File: src/rtl/addsub_rr_scheduler_if.sv
// Request/response bundle for the shared add/sub scheduler.
// master: the requesters and the result consumer; slave: the scheduler.
interface addsub_rr_scheduler_if #(
    parameter int unsigned N = 8,
    parameter int unsigned M = 4
);
    logic         req0_valid;
    logic         req0_ready;
    logic [N-1:0] req0_a;
    logic [M-1:0] req0_b;
    logic         req0_sub;

    logic         req1_valid;
    logic         req1_ready;
    logic [N-1:0] req1_a;
    logic [M-1:0] req1_b;
    logic         req1_sub;

    logic         resp_valid;
    logic         resp_ready;
    logic         resp_id;
    logic [N-1:0] resp_s;
    logic         resp_ovf;

    modport master (
        output req0_valid, req0_a, req0_b, req0_sub,
        input  req0_ready,
        output req1_valid, req1_a, req1_b, req1_sub,
        input  req1_ready,
        input  resp_valid, resp_id, resp_s, resp_ovf,
        output resp_ready
    );

    modport slave (
        input  req0_valid, req0_a, req0_b, req0_sub,
        output req0_ready,
        input  req1_valid, req1_a, req1_b, req1_sub,
        output req1_ready,
        output resp_valid, resp_id, resp_s, resp_ovf,
        input  resp_ready
    );
endinterface

File: src/rtl/addsub_rr_scheduler.sv
// Two requesters share one signed add/subtract datapath. A round-robin FSM
// grants one request at a time; the registered result (with signed overflow
// and requester ID) is held until the consumer accepts it.
module addsub_rr_scheduler #(
    parameter int unsigned N = 8,
    parameter int unsigned M = 4
) (
    input  logic                 clk,
    input  logic                 rst_n,
    addsub_rr_scheduler_if.slave bus
);
    typedef enum logic [1:0] {
        IDLE = 2'd0,
        EXEC = 2'd1,
        RESP = 2'd2
    } state_t;

    state_t       r_state;
    state_t       w_next_state;

    logic         r_last_grant;
    logic [N-1:0] r_a;
    logic [M-1:0] r_b;
    logic         r_sub;
    logic         r_id;

    logic         r_resp_valid;
    logic         r_resp_id;
    logic [N-1:0] r_resp_s;
    logic         r_resp_ovf;

    logic         w_grant_valid;
    logic         w_grant_id;
    logic         w_ready0;
    logic         w_ready1;
    logic         w_accept;

    logic [N-1:0] w_ext_b;
    logic [N-1:0] w_opb;
    logic [N-1:0] w_low;
    logic [1:0]   w_top;
    logic [N-1:0] w_s;
    logic         w_ovf;

    // Round-robin pick: a tie goes to the requester that did not win last time.
    always_comb begin
        w_grant_valid = bus.req0_valid | bus.req1_valid;
        if (bus.req0_valid && bus.req1_valid) begin
            w_grant_id = ~r_last_grant;
        end else begin
            w_grant_id = bus.req1_valid;
        end
    end

    // FSM state register.
    always_ff @(posedge clk or negedge rst_n) begin
        if (!rst_n) begin
            r_state <= IDLE;
        end else begin
            r_state <= w_next_state;
        end
    end

    // FSM next-state logic; a response handshake always passes through IDLE
    // before the next request can be accepted.
    always_comb begin
        w_next_state = r_state;
        case (r_state)
            IDLE:    if (w_grant_valid) w_next_state = EXEC;
            EXEC:    w_next_state = RESP;
            RESP:    if (bus.resp_ready) w_next_state = IDLE;
            default: w_next_state = IDLE;
        endcase
    end

    // FSM outputs: ready only to the granted requester, only while idle.
    always_comb begin
        w_ready0 = 1'b0;
        w_ready1 = 1'b0;
        if (r_state == IDLE && w_grant_valid) begin
            w_ready0 = ~w_grant_id;
            w_ready1 = w_grant_id;
        end
        w_accept = (w_ready0 & bus.req0_valid) | (w_ready1 & bus.req1_valid);
    end

    assign bus.req0_ready = w_ready0;
    assign bus.req1_ready = w_ready1;

    // Operand capture on acceptance; remembers the winner for the next tie.
    always_ff @(posedge clk or negedge rst_n) begin
        if (!rst_n) begin
            r_a          <= '0;
            r_b          <= '0;
            r_sub        <= 1'b0;
            r_id         <= 1'b0;
            r_last_grant <= 1'b1;
        end else if (w_accept) begin
            r_a          <= w_grant_id ? bus.req1_a   : bus.req0_a;
            r_b          <= w_grant_id ? bus.req1_b   : bus.req0_b;
            r_sub        <= w_grant_id ? bus.req1_sub : bus.req0_sub;
            r_id         <= w_grant_id;
            r_last_grant <= w_grant_id;
        end
    end

    // Adder split at the sign bit so the carry into and out of bit N-1 are
    // both visible; their XOR is the signed overflow. Subtraction inverts the
    // extended b and injects sub as carry-in.
    always_comb begin
        w_ext_b = N'(signed'(r_b));
        w_opb   = w_ext_b ^ {N{r_sub}};
        w_low   = {1'b0, r_a[N-2:0]} + {1'b0, w_opb[N-2:0]} + N'(r_sub);
        w_top   = 2'(r_a[N-1]) + 2'(w_opb[N-1]) + 2'(w_low[N-1]);
        w_s     = {w_top[0], w_low[N-2:0]};
        w_ovf   = w_top[1] ^ w_low[N-1];
    end

    // Response registers: loaded in EXEC, held through RESP until accepted.
    always_ff @(posedge clk or negedge rst_n) begin
        if (!rst_n) begin
            r_resp_valid <= 1'b0;
            r_resp_id    <= 1'b0;
            r_resp_s     <= '0;
            r_resp_ovf   <= 1'b0;
        end else if (r_state == EXEC) begin
            r_resp_valid <= 1'b1;
            r_resp_id    <= r_id;
            r_resp_s     <= w_s;
            r_resp_ovf   <= w_ovf;
        end else if (r_state == RESP && bus.resp_ready) begin
            r_resp_valid <= 1'b0;
        end
    end

    assign bus.resp_valid = r_resp_valid;
    assign bus.resp_id    = r_resp_id;
    assign bus.resp_s     = r_resp_s;
    assign bus.resp_ovf   = r_resp_ovf;
endmodule
File: src/flat_wrapper.sv
// flat-port wrapper written by rule: the top's interface ports become plain ports
module addsub_rr_scheduler_flat 
#(
    parameter int unsigned N = 8,
    parameter int unsigned M = 4
)
  (clk, rst_n, bus_req0_valid, bus_req0_a, bus_req0_b, bus_req0_sub, bus_req0_ready, bus_req1_valid, bus_req1_a, bus_req1_b, bus_req1_sub, bus_req1_ready, bus_resp_valid, bus_resp_id, bus_resp_s, bus_resp_ovf, bus_resp_ready);
  addsub_rr_scheduler_if #(.N(N), .M(M)) bus_i ();
  input  logic clk;
  input  logic rst_n;
  input wire logic [$bits(bus_i.req0_valid)-1:0] bus_req0_valid;
  input wire logic [$bits(bus_i.req0_a)-1:0] bus_req0_a;
  input wire logic [$bits(bus_i.req0_b)-1:0] bus_req0_b;
  input wire logic [$bits(bus_i.req0_sub)-1:0] bus_req0_sub;
  output wire logic [$bits(bus_i.req0_ready)-1:0] bus_req0_ready;
  input wire logic [$bits(bus_i.req1_valid)-1:0] bus_req1_valid;
  input wire logic [$bits(bus_i.req1_a)-1:0] bus_req1_a;
  input wire logic [$bits(bus_i.req1_b)-1:0] bus_req1_b;
  input wire logic [$bits(bus_i.req1_sub)-1:0] bus_req1_sub;
  output wire logic [$bits(bus_i.req1_ready)-1:0] bus_req1_ready;
  output wire logic [$bits(bus_i.resp_valid)-1:0] bus_resp_valid;
  output wire logic [$bits(bus_i.resp_id)-1:0] bus_resp_id;
  output wire logic [$bits(bus_i.resp_s)-1:0] bus_resp_s;
  output wire logic [$bits(bus_i.resp_ovf)-1:0] bus_resp_ovf;
  input wire logic [$bits(bus_i.resp_ready)-1:0] bus_resp_ready;
  assign bus_i.req0_valid = bus_req0_valid;
  assign bus_i.req0_a = bus_req0_a;
  assign bus_i.req0_b = bus_req0_b;
  assign bus_i.req0_sub = bus_req0_sub;
  assign bus_req0_ready = bus_i.req0_ready;
  assign bus_i.req1_valid = bus_req1_valid;
  assign bus_i.req1_a = bus_req1_a;
  assign bus_i.req1_b = bus_req1_b;
  assign bus_i.req1_sub = bus_req1_sub;
  assign bus_req1_ready = bus_i.req1_ready;
  assign bus_resp_valid = bus_i.resp_valid;
  assign bus_resp_id = bus_i.resp_id;
  assign bus_resp_s = bus_i.resp_s;
  assign bus_resp_ovf = bus_i.resp_ovf;
  assign bus_i.resp_ready = bus_resp_ready;
  addsub_rr_scheduler #(.N(N), .M(M)) u_core (.clk(clk), .rst_n(rst_n), .bus(bus_i));
endmodule
File: config.mk
export PLATFORM = sky130hd
export DESIGN_NAME = addsub_rr_scheduler_flat
export DESIGN_NICKNAME = d
export VERILOG_FILES = /design/src/rtl/addsub_rr_scheduler_if.sv /design/src/rtl/addsub_rr_scheduler.sv /design/src/flat_wrapper.sv
export SDC_FILE = /design/constraint.sdc
export NUM_CORES = 1
export LEC_CHECK = 0
export BUFFER_PORTS_ARGS = -buffer_cell sky130_fd_sc_hd__buf_2
export CAP_MARGIN = 5
export CORE_MARGIN = 5
export CORE_UTILIZATION = 50
export DETAILED_ROUTE_END_ITERATION = 16
export PLACE_DENSITY_LB_ADDON = 0.25
export SLEW_MARGIN = 20
export SYNTH_ARGS = -nofsm -noshare
export SYNTH_HDL_FRONTEND = slang
export SYNTH_SLANG_ARGS = --single-unit
export TNS_END_PERCENT = 5
File: constraint.sdc
create_clock -name clk -period 2.8 [get_ports clk]
set_input_delay 0.28 -clock clk [delete_from_list [all_inputs] [get_ports clk]]
set_output_delay 0.28 -clock clk [all_outputs]
set_load 0.02 [all_outputs]
# After elaboration in Yosys (flattened, before gate mapping)
# Index checks and enable logic that the tools add are counted.
[word_totals] ff_bits=28 inputBits=31 output_inout_bits=13
[classes] add_sub_neg=4 eq_ne=4 n_mux=11 n_bitwise=8 n_reduce_logical=6
[ops] operator="$add 7x7->8" count=1
[ops] operator="$add 8x1->8" count=1
[ops] operator="$mux 8" count=1
[ops] operator="$xor 8x8->8" count=1
[ops] operator="$mux 1" count=6
[ops] operator="$pmux 2 s3" count=1
[ops] operator="$mux 2" count=2
[ops] operator="$mux 4" count=1
[ops] operator="$logic_and 1x1->1" count=3
[ops] operator="$add 1x1->2" count=1
[ops] operator="$add 2x1->2" count=1
[ops] operator="$and 1x1->1" count=2
[ops] operator="$eq 2x1->1 const B" count=1
[ops] operator="$eq 2x2->1 const B" count=1
[ops] operator="$logic_not 2->1" count=1
[ops] operator="$ne 2x1->1 const B" count=1
[ops] operator="$ne 2x2->1 const B" count=1
[ops] operator="$not 1->1" count=2
[ops] operator="$or 1x1->1" count=2
[ops] operator="$reduce_and 2->1" count=1
[ops] operator="$reduce_bool 2->1" count=1
[ops] operator="$xor 1x1->1" count=1

# Depth between registers and ports, before layout
# Gate-level depths: netlist (run 1).
[logic_depth] ltp_word=6 mapped_depth=8

# Least setup slack after synthesis (run 1)
# No wires, ideal clock.
[synth_path] path_type="register to register" from="reg u_core.r_sub" to="reg u_core.r_resp_s[7], in the netlist u_core.bus.resp_s[7]" arrival_time_ns=2.100 t_required_ns=2.717 slack_ns=0.617 stages_incl_launch_ff=8 path_buffers=0 path_cell_list="dfrtp_1 > xor2_1 > ha_1 > a21oi_1 > o21ai_0 > a31oi_4 > fa_1 > o21ai_0"
[synth_between] elab_chain_cells=4 word_cells_on_any_way=5 classes_between="add/sub (4); bitwise (1)"
[synth_rtl] item="start, declared" line_no="addsub_rr_scheduler.sv:24" rtl="logic r_sub;"
[synth_rtl] item="start signal, assigned" line_no="addsub_rr_scheduler.sv:101" rtl="r_sub <= w_grant_id ? bus.req1_sub : bus.req0_sub;"
[synth_rtl] item="$xor 8x8->8" line_no="addsub_rr_scheduler.sv:112" rtl="w_opb = w_ext_b ^ {N{r_sub}};"
[synth_rtl] item="$add 7x7->8" line_no="addsub_rr_scheduler.sv:113" rtl="w_low = {1'b0, r_a[N-2:0]} + {1'b0, w_opb[N-2:0]} + N'(r_sub);"
[synth_rtl] item="$add 8x1->8" line_no="addsub_rr_scheduler.sv:113"
[synth_rtl] item="$add 2x1->2 *" line_no="addsub_rr_scheduler.sv:114" rtl="w_top = 2'(r_a[N-1]) + 2'(w_opb[N-1]) + 2'(w_low[N-1]);"
[synth_rtl] item="end signal, assigned" line_no="addsub_rr_scheduler.sv:129" rtl="r_resp_s <= w_s;"
[synth_rtl] item="end, declared" line_no="addsub_rr_scheduler.sv:29" rtl="logic [N-1:0] r_resp_s;"
# Every way passes the cells marked *; elsewhere a longest branch is shown, timed or not.
# A chain may end at the register's enable or synchronous reset.

# Final worst setup path (run 1)
# Ends and elaborated chain as after synthesis.

==> results summary, run 1 <==
The area share of the leading cell type in the synthesized netlist came out at 0.473. The count of unresolved DRC violations after routing came out at 0. Summed over all cells, the static leakage comes to 0.899 nW. The count of pins on the block boundary is 44. Walking the worst path, the cells encountered are xor2_1 > ha_1 > a21oi_1 > o21ai_0 > a31oi_4 > fa_1 > o21ai_0. The largest net degree at the start of global routing came out at 29.

The via count of the first global-routing pass came out at 1,237. The setup clock skew after layout came out at 0.00461 ns. The DRC violation total after the first TritonRoute iteration came out at 55. The category of the most critical setup path is reg -> reg. The run finished with clean final reports.

In the final layout, the share of cells above drive strength 1 is 0.322. The slack of the worst reg-to-reg path came out at 0.38 ns. In the synthesized netlist, the cells that appear most often are sky130_fd_sc_hd__dfrtp_1, sky130_fd_sc_hd__inv_1, sky130_fd_sc_hd__a222oi_1, sky130_fd_sc_hd__nand2_1, sky130_fd_sc_hd__o21ai_0. Among the stages of the critical path, the cell type that occurs most often is sky130_fd_sc_hd__o21ai_0. The number of buffers inserted during clock tree synthesis is 3. The final design utilization came out at 0.621.

At the end of routability-driven placement, the weighted congestion stood at 0.903. The initial antenna violation count is 0. The worst setup path is captured at a flop. After detailed routing, the average wire length per cell comes to 13.9 um. The areal power density over the cells came out at 1540 mW/mm2. The cell area that synthesis handed to floorplanning was 0.00143 mm2. The number of input and output port buffers inserted is 43. The count of final hold-check violations came out at 0. The synthesized design contains 0 enable-type register cells. The final number of setup-violating endpoints is 0.

Counting both buffers and inverters, the worst setup path holds a total of 0. The count of unique library cells instantiated by Yosys is 29. The pin slew with the least headroom to its limit is 0.676 ns. The region available for standard cell placement spans 0.00276 mm2. The biggest cell delay along the critical path came out at 0.47 ns. The global-route usage over all layers came out at 0.157. The routed wire length is 2890 um. The most used flip-flop cell after synthesis is sky130_fd_sc_hd__dfrtp_1.

The clock latency on the worst-skew pair came out at 0.34 ns. The chip height is 63.5 um. The max-cap check violation count is 0.

The clock tree root driver cell is sky130_fd_sc_hd__clkbuf_4. Using the TritonRoute via totals, the vias-per-cell ratio works out to 5.51. STA classifies the critical path startpoint as a flop.

The number of diodes came out at 0. The number of warnings issued by yosys is 0. The peak clock frequency supported by timing is 0.414 GHz. Clock-pin slew was measured on the worst setup and hold paths at 0.15 ns. The final period utilization came out at 0.863. The die footprint came out at 0.00403 mm2. The time the worst path needs with I/O delays and setup is 2.42 ns. The post-route total power came out at 0.00263 W. After global routing the overflow that remains totals 0.

The number of nets in the synthesized netlist is 173. The biggest fanout along the worst timing path is 5. The portion of the post-synthesis area used by sequential elements is 0.491. Setup repair after global routing left no endpoint under its margin.

Row generation in the floorplan step produced 19 rows. The longest clock path from root to sink contains 2 buffers. The count of nets after finishing is 217. The relative max-transition margin came out at 0.550. The via count is 1,146. Data on the critical path is required at its endpoint by 3.06 ns. The wire length of the first global-routing pass came out at 5070 um. The number of hold buffers added after CTS came out at 1.

The floorplan step set the die width to 63.5 um. Synthesis produced 134 cells. The cell with the largest stage delay on the worst path is sky130_fd_sc_hd__dfrtp_1.

Post-CTS repair changed the size of 0 cells. The number of flip-flops and latches in the synthesized netlist is 28. By area the synthesized netlist is led by sky130_fd_sc_hd__dfrtp_1, sky130_fd_sc_hd__a222oi_1, sky130_fd_sc_hd__ha_1. The number of slew-limit violations in the final report is 0. By instance count, the leading cell after synthesis is sky130_fd_sc_hd__dfrtp_1. For this run, asynchronously set or reset flops after synthesis account for 1.00. The worst path arrival time is 2.68 ns. The wire-length estimate of the detail-placed layout is 2280 um. The H-tree depth reported by CTS is 1. TritonCTS built the clock tree.

The area growth from synthesis to layout is 19.8%. Broken down by cell family, the worst path's largest delay share belongs to adder cells. The worst hold path belongs to the class in -> reg. The average cell area after synthesis came out at 10.7 um2. The number of optimization iterations in the first detailed-route pass is 4.

The remaining number of nets flagged by the antenna check after routing is 0. The post-CTS setup buffer count is 0. Across the VDD grid, the largest voltage drop is 839 uV. The largest total area in the synthesized netlist belongs to sky130_fd_sc_hd__dfrtp_1. The total negative slack for setup checks came out at 0 ns. The tree built by TritonCTS fans out to 28 sinks. The initial utilization of the core area, before any placement, comes to 0.518.
[flip-flops by register name (all words and copies together) (netlist names)]
signal	count
u_core.r_b	4
u_core.r_last_grant	1
u_core.r_sub	1
u_core.bus.resp_ovf	1
u_core.r_state	2
u_core.r_a	8
u_core.bus.resp_valid	1
u_core.r_id	1
u_core.bus.resp_s	8
u_core.bus.resp_id	1
[worst register-to-register path, stage by stage (launching register included)]
cell and delay, ns:
sky130_fd_sc_hd__dfrtp_1 0.47, sky130_fd_sc_hd__xor2_1 0.37, sky130_fd_sc_hd__ha_1 0.36, sky130_fd_sc_hd__a21oi_1 0.22, sky130_fd_sc_hd__o21ai_0 0.16, sky130_fd_sc_hd__a31oi_4 0.19
sky130_fd_sc_hd__fa_1 0.42, sky130_fd_sc_hd__o21ai_0 0.15
[per-stage QoR]
stage / setup slack (ns) / cells / hold WS [ns] / cell area [um2]
floorplan: 0.617 / 134 / -0.0156 / 1430
global placement: 0.514 / 203 / 0.323 / 1670
detailed placement: 0.411 / 203 / 0.332 / 1670
CTS: 0.376 / 208 / 0.127 / 1710
global route: 0.141 / 208 / 0.125 / 1710
finish: 0.383 / 208 / 0.135 / 1710
[kinds of logic after synthesis]
family,Yosys count,synth area share
buffers and inverters,23,0.0622
AOI/OAI and AO/OA,38,0.202
muxes,3,0.0263
and+or+nand+nor,24,0.0762
DFF,28,0.491
adders and majority gates,8,0.0806
xor gates and xnor gates,10,0.0613
[cell type report]
type                    count  area (um2)
flip-flops and latches     28         702
multi-input cells          83         638
fillers                   237        1050
well taps                  31        38.8
inverters                  17        63.8
clock buffers               4        36.3
repair buffers             45         233
[layout by cell type (no fill, tap or decap), types with 2 or more instances in the layout]
cell type                  instances
sky130_fd_sc_hd__o21ai_0          10
sky130_fd_sc_hd__buf_2            43
sky130_fd_sc_hd__a21o_1            2
sky130_fd_sc_hd__mux2_2            2
sky130_fd_sc_hd__a222oi_1         13
sky130_fd_sc_hd__clkbuf_4          3
sky130_fd_sc_hd__dfrtp_1          27
sky130_fd_sc_hd__nor2_1            4
sky130_fd_sc_hd__inv_1            17
sky130_fd_sc_hd__a21oi_1           8
sky130_fd_sc_hd__nand2_1          13
sky130_fd_sc_hd__xnor2_1           5
sky130_fd_sc_hd__nand2b_1          2
sky130_fd_sc_hd__fa_1              2
sky130_fd_sc_hd__xor2_1            5
sky130_fd_sc_hd__ha_1              6
[report_power, final]
part / internal [W] / total, W / leakage (nW) / switching [W]
registers: 0.000617 / 0.000758 / 0.341 / 0.000141
clock network: 0.0000799 / 0.000201 / 0.0210 / 0.000121
logic: 0.000756 / 0.00167 / 0.537 / 0.000915
total: 0.00145 / 0.00263 / 0.899 / 0.00118
[per-layer routing]
layer	part of all wire	vias up	track usage	wire [um]
met4	0.019	0	0.0753	55
met5	0	-	0	0
met3	0.063	7	0.0337	182
li1	-	565	-	-
met2	0.47	35	0.269	1350
met1	0.45	539	0.184	1310
[worst paths after layout]
check / depth (start not counted) / to / from
worst max register to register: 7 / u_core.bus.resp_s[7] / u_core.r_sub
worst min register to register: 2 / u_core.bus.resp_s[7] / u_core.bus.resp_s[7]
max in group asynchronous: 2 / u_core.r_a[1] / rst_n
min in group asynchronous: 2 / u_core.r_b[3] / rst_n
worst max-delay path: 7 / u_core.bus.resp_s[7] / u_core.r_sub
worst min-delay path: 3 / u_core.r_a[5] / bus_req1_a[5]
Note: power is estimated with default switching activity, not from simulation.
==> run 2, diff against run 1 <==
--- a/config.mk
+++ b/config.mk
@@ -8,9 +8,10 @@
 export BUFFER_PORTS_ARGS = -buffer_cell sky130_fd_sc_hd__buf_2
 export CAP_MARGIN = 5
 export CORE_MARGIN = 5
-export CORE_UTILIZATION = 50
+export CORE_UTILIZATION = 52
+export CTS_BUF_LIST = sky130_fd_sc_hd__clkbuf_2
 export DETAILED_ROUTE_END_ITERATION = 16
-export PLACE_DENSITY_LB_ADDON = 0.25
+export PLACE_DENSITY = 0.86
 export SLEW_MARGIN = 20
 export SYNTH_ARGS = -nofsm -noshare
 export SYNTH_HDL_FRONTEND = slang
==> results summary, run 2 (same netlist as run 1, synthesis figures left out) <==
Buffers placed on the I/O ports in this run total 43. The total number of placement rows came out at 19. The routed wire length came out at 3180 um. For this run, the total global-route usage over all layers was measured as 0.179. The TritonCTS clock tree is yes. The peak clock frequency supported by timing is 0.397 GHz. In the layout the commonest cells are sky130_fd_sc_hd__buf_2, sky130_fd_sc_hd__dfrtp_1, sky130_fd_sc_hd__inv_1, sky130_fd_sc_hd__nand2_1, sky130_fd_sc_hd__a222oi_1. Buffers added to address setup during post-CTS repair amount to 0. From left edge to right edge, the die measures 62.4 um.

The static power due to leakage came out at 0.892 nW. Cell internal power was estimated by the tool at 0.00141 W. The share of layout cells above drive strength 1 came out at 0.316. For this design, the slowest cell found on the critical path is sky130_fd_sc_hd__dfrtp_1. The remaining number of nets flagged by the antenna check after routing came out at 0. The count of final hold-check violations is 0. The final period utilization came out at 0.899. The via count of the first global-routing pass is 1,259. The pin slew with the least headroom to its limit came out at 0.648 ns. The total area inside the core boundary comes to 0.00269 mm2. The critical path data required time is 3.09 ns. Summing over every cut layer, the via total after detailed routing is 1,148. The relative contribution of sequential cells to total power came out at 0.287. The relative max-transition margin is 0.568.

Max-cap violations in this run came to 0. The critical path capture point type is a flop. For the worst setup path, the data arrival time is 2.81 ns. The CTS clock-pin slew for the worst setup and hold paths came out at 0.25 ns. The clock passes through at most 2 buffers.

The portion of total power attributed to combinational logic came out at 0.658. The total negative slack for setup checks came out at 0 ns. The H-tree depth reported by CTS came out at 1. The biggest cell delay along the critical path is 0.50 ns. Dividing total power by cell area gives a power density of 1560 mW/mm2. Setup repair after global routing left no endpoint under its margin. The clock tree root driver cell is sky130_fd_sc_hd__clkbuf_2.

Walking the worst path, the cells encountered are xor2_1 > ha_1 > a21oi_1 > o21ai_0 > a31oi_4 > fa_1 > o21ai_0. The number of optimization iterations in the first detailed-route pass came out at 4. The clock sink count came out at 28. In this design, the largest share of critical-path delay is due to adder cells. The critical path contains buffers and inverters numbering 0 combined. The switching portion of total power is 0.468. The number of buffers inserted during clock tree synthesis is 3. Setup violations remaining at the end of the flow were counted as 0. The number of gates resized after CTS was 0. The wire length of the first global-routing pass is 5780 um.

The worst hold path belongs to the class in -> reg. The count of unresolved DRC violations after routing came out at 0. The flow ran to the end, and the final reports show no timing, DRC or antenna violations.

The repair_antennas step left the layout with diodes totalling 0. The count of pins on the block boundary came out at 44. The switching component of the power is 0.00124 W. The time the worst path needs with I/O delays and setup came out at 2.52 ns. The setup clock skew after layout came out at 0.00860 ns. The number of vias per cell is 5.52. STA classifies the critical path startpoint as a flop. Once placement completed, the tool counted placed cells totaling 203. Entering global routing, the biggest net connects 29 pins. For the worst-skew pair, the clock arrives at the later sink with an insertion delay of 0.36 ns.

Excluding fillers, the count of instances in the completed layout stands at 208. Power comes to 0.00265 W. The chip height came out at 62.4 um. The detailed-route wire length per cell is 15.3 um. The area growth from synthesis to layout is 18.6%.

The initial cell density of the core came out at 0.532. The category of the most critical setup path is reg -> reg. Global routing finished with a remaining overflow of 0.

The number of slew-limit violations in the final report was 0. The peak supply drop is 904 uV. The final weighted congestion of routability-driven global placement came out at 0.876.

The floorplan step defined a die boundary enclosing 0.00390 mm2. The share of power burned in the clock network came out at 0.055. The tightest hold path in the finished design has a slack of 0.0809 ns. The number of hold buffers added after CTS was 1.

The layout filler cell count is 238. The DRC violation total after the first TritonRoute iteration came out at 80. The most numerous cell type found on the critical path is sky130_fd_sc_hd__o21ai_0.

The count of nets after finishing is 217. The biggest fanout along the worst timing path is 5. The most frequent standard cell in the layout excluding fill and tap cells is sky130_fd_sc_hd__buf_2. The detailed placement HPWL is 2520 um. The initial antenna violation count was 0.
## run 2: changes by cell type in the layout (fill, tap and decap cells not counted)
cell,previous run,this run
sky130_fd_sc_hd__clkbuf_2,0,3
sky130_fd_sc_hd__clkbuf_4,3,0
sky130_fd_sc_hd__clkbuf_8,1,0
sky130_fd_sc_hd__clkinv_1,0,1
## run 2: area by class of cell
cell class	count	area [um2]	area share
sequential	28	702	0.414
multi-input combinational	83	638	0.377
timing repair buffer	45	233	0.137
inverter	17	63.8	0.0377
tap	31	38.8	0.0229
clock buffer	3	15.0	0.00886
clock inverter	1	3.75	0.00222
## run 2: power groups by stage
| stage | clock network [W] | logic (W) | registers (W) |
|---|---|---|---|
| after global routing | 0.000171 | 0.00196 | 0.000789 |
| final | 0.000147 | 0.00174 | 0.000758 |
| after global placement | 0 | 0.00159 | 0.000759 |
| after CTS | 0.000153 | 0.00173 | 0.000761 |
| after floorplan | 0 | 0.00125 | 0.000835 |
| after detailed placement | 0 | 0.00173 | 0.000771 |
## run 2: stage by stage
stage / cell area [um2] / setup WS [ns] / utilization
floorplan: 1430 / 0.617 / -
global placement: 1670 / 0.526 / 0.620
detailed placement: 1670 / 0.349 / 0.620
CTS: 1690 / 0.305 / 0.631
global route: 1690 / 0.103 / 0.631
finish: 1690 / 0.284 / 0.631
## run 2: worst paths after layout
path / start / to / slack (ns) / cells after the start
worst max-delay path: u_core.r_sub / u_core.bus.resp_s[7] / 0.28 / 7
worst min-delay path: bus_resp_ready / u_core.r_state[1] / 0.08 / 2
worst max register to register: u_core.r_sub / u_core.bus.resp_s[7] / 0.28 / 7
worst min register to register: u_core.bus.resp_s[3] / u_core.bus.resp_s[3] / 0.50 / 2
max in group asynchronous: rst_n / u_core.bus.resp_s[6] / 1.99 / 2
min in group asynchronous: rst_n / u_core.r_a[1] / 0.41 / 2
## run 2: routing by layer
| layer | GRT usage | share of wire |
|---|---|---|
| met5 | 0 | 0 |
| met4 | 0.0477 | 0.010 |
| met3 | 0.0342 | 0.071 |
| met2 | 0.302 | 0.49 |
| met1 | 0.234 | 0.43 |
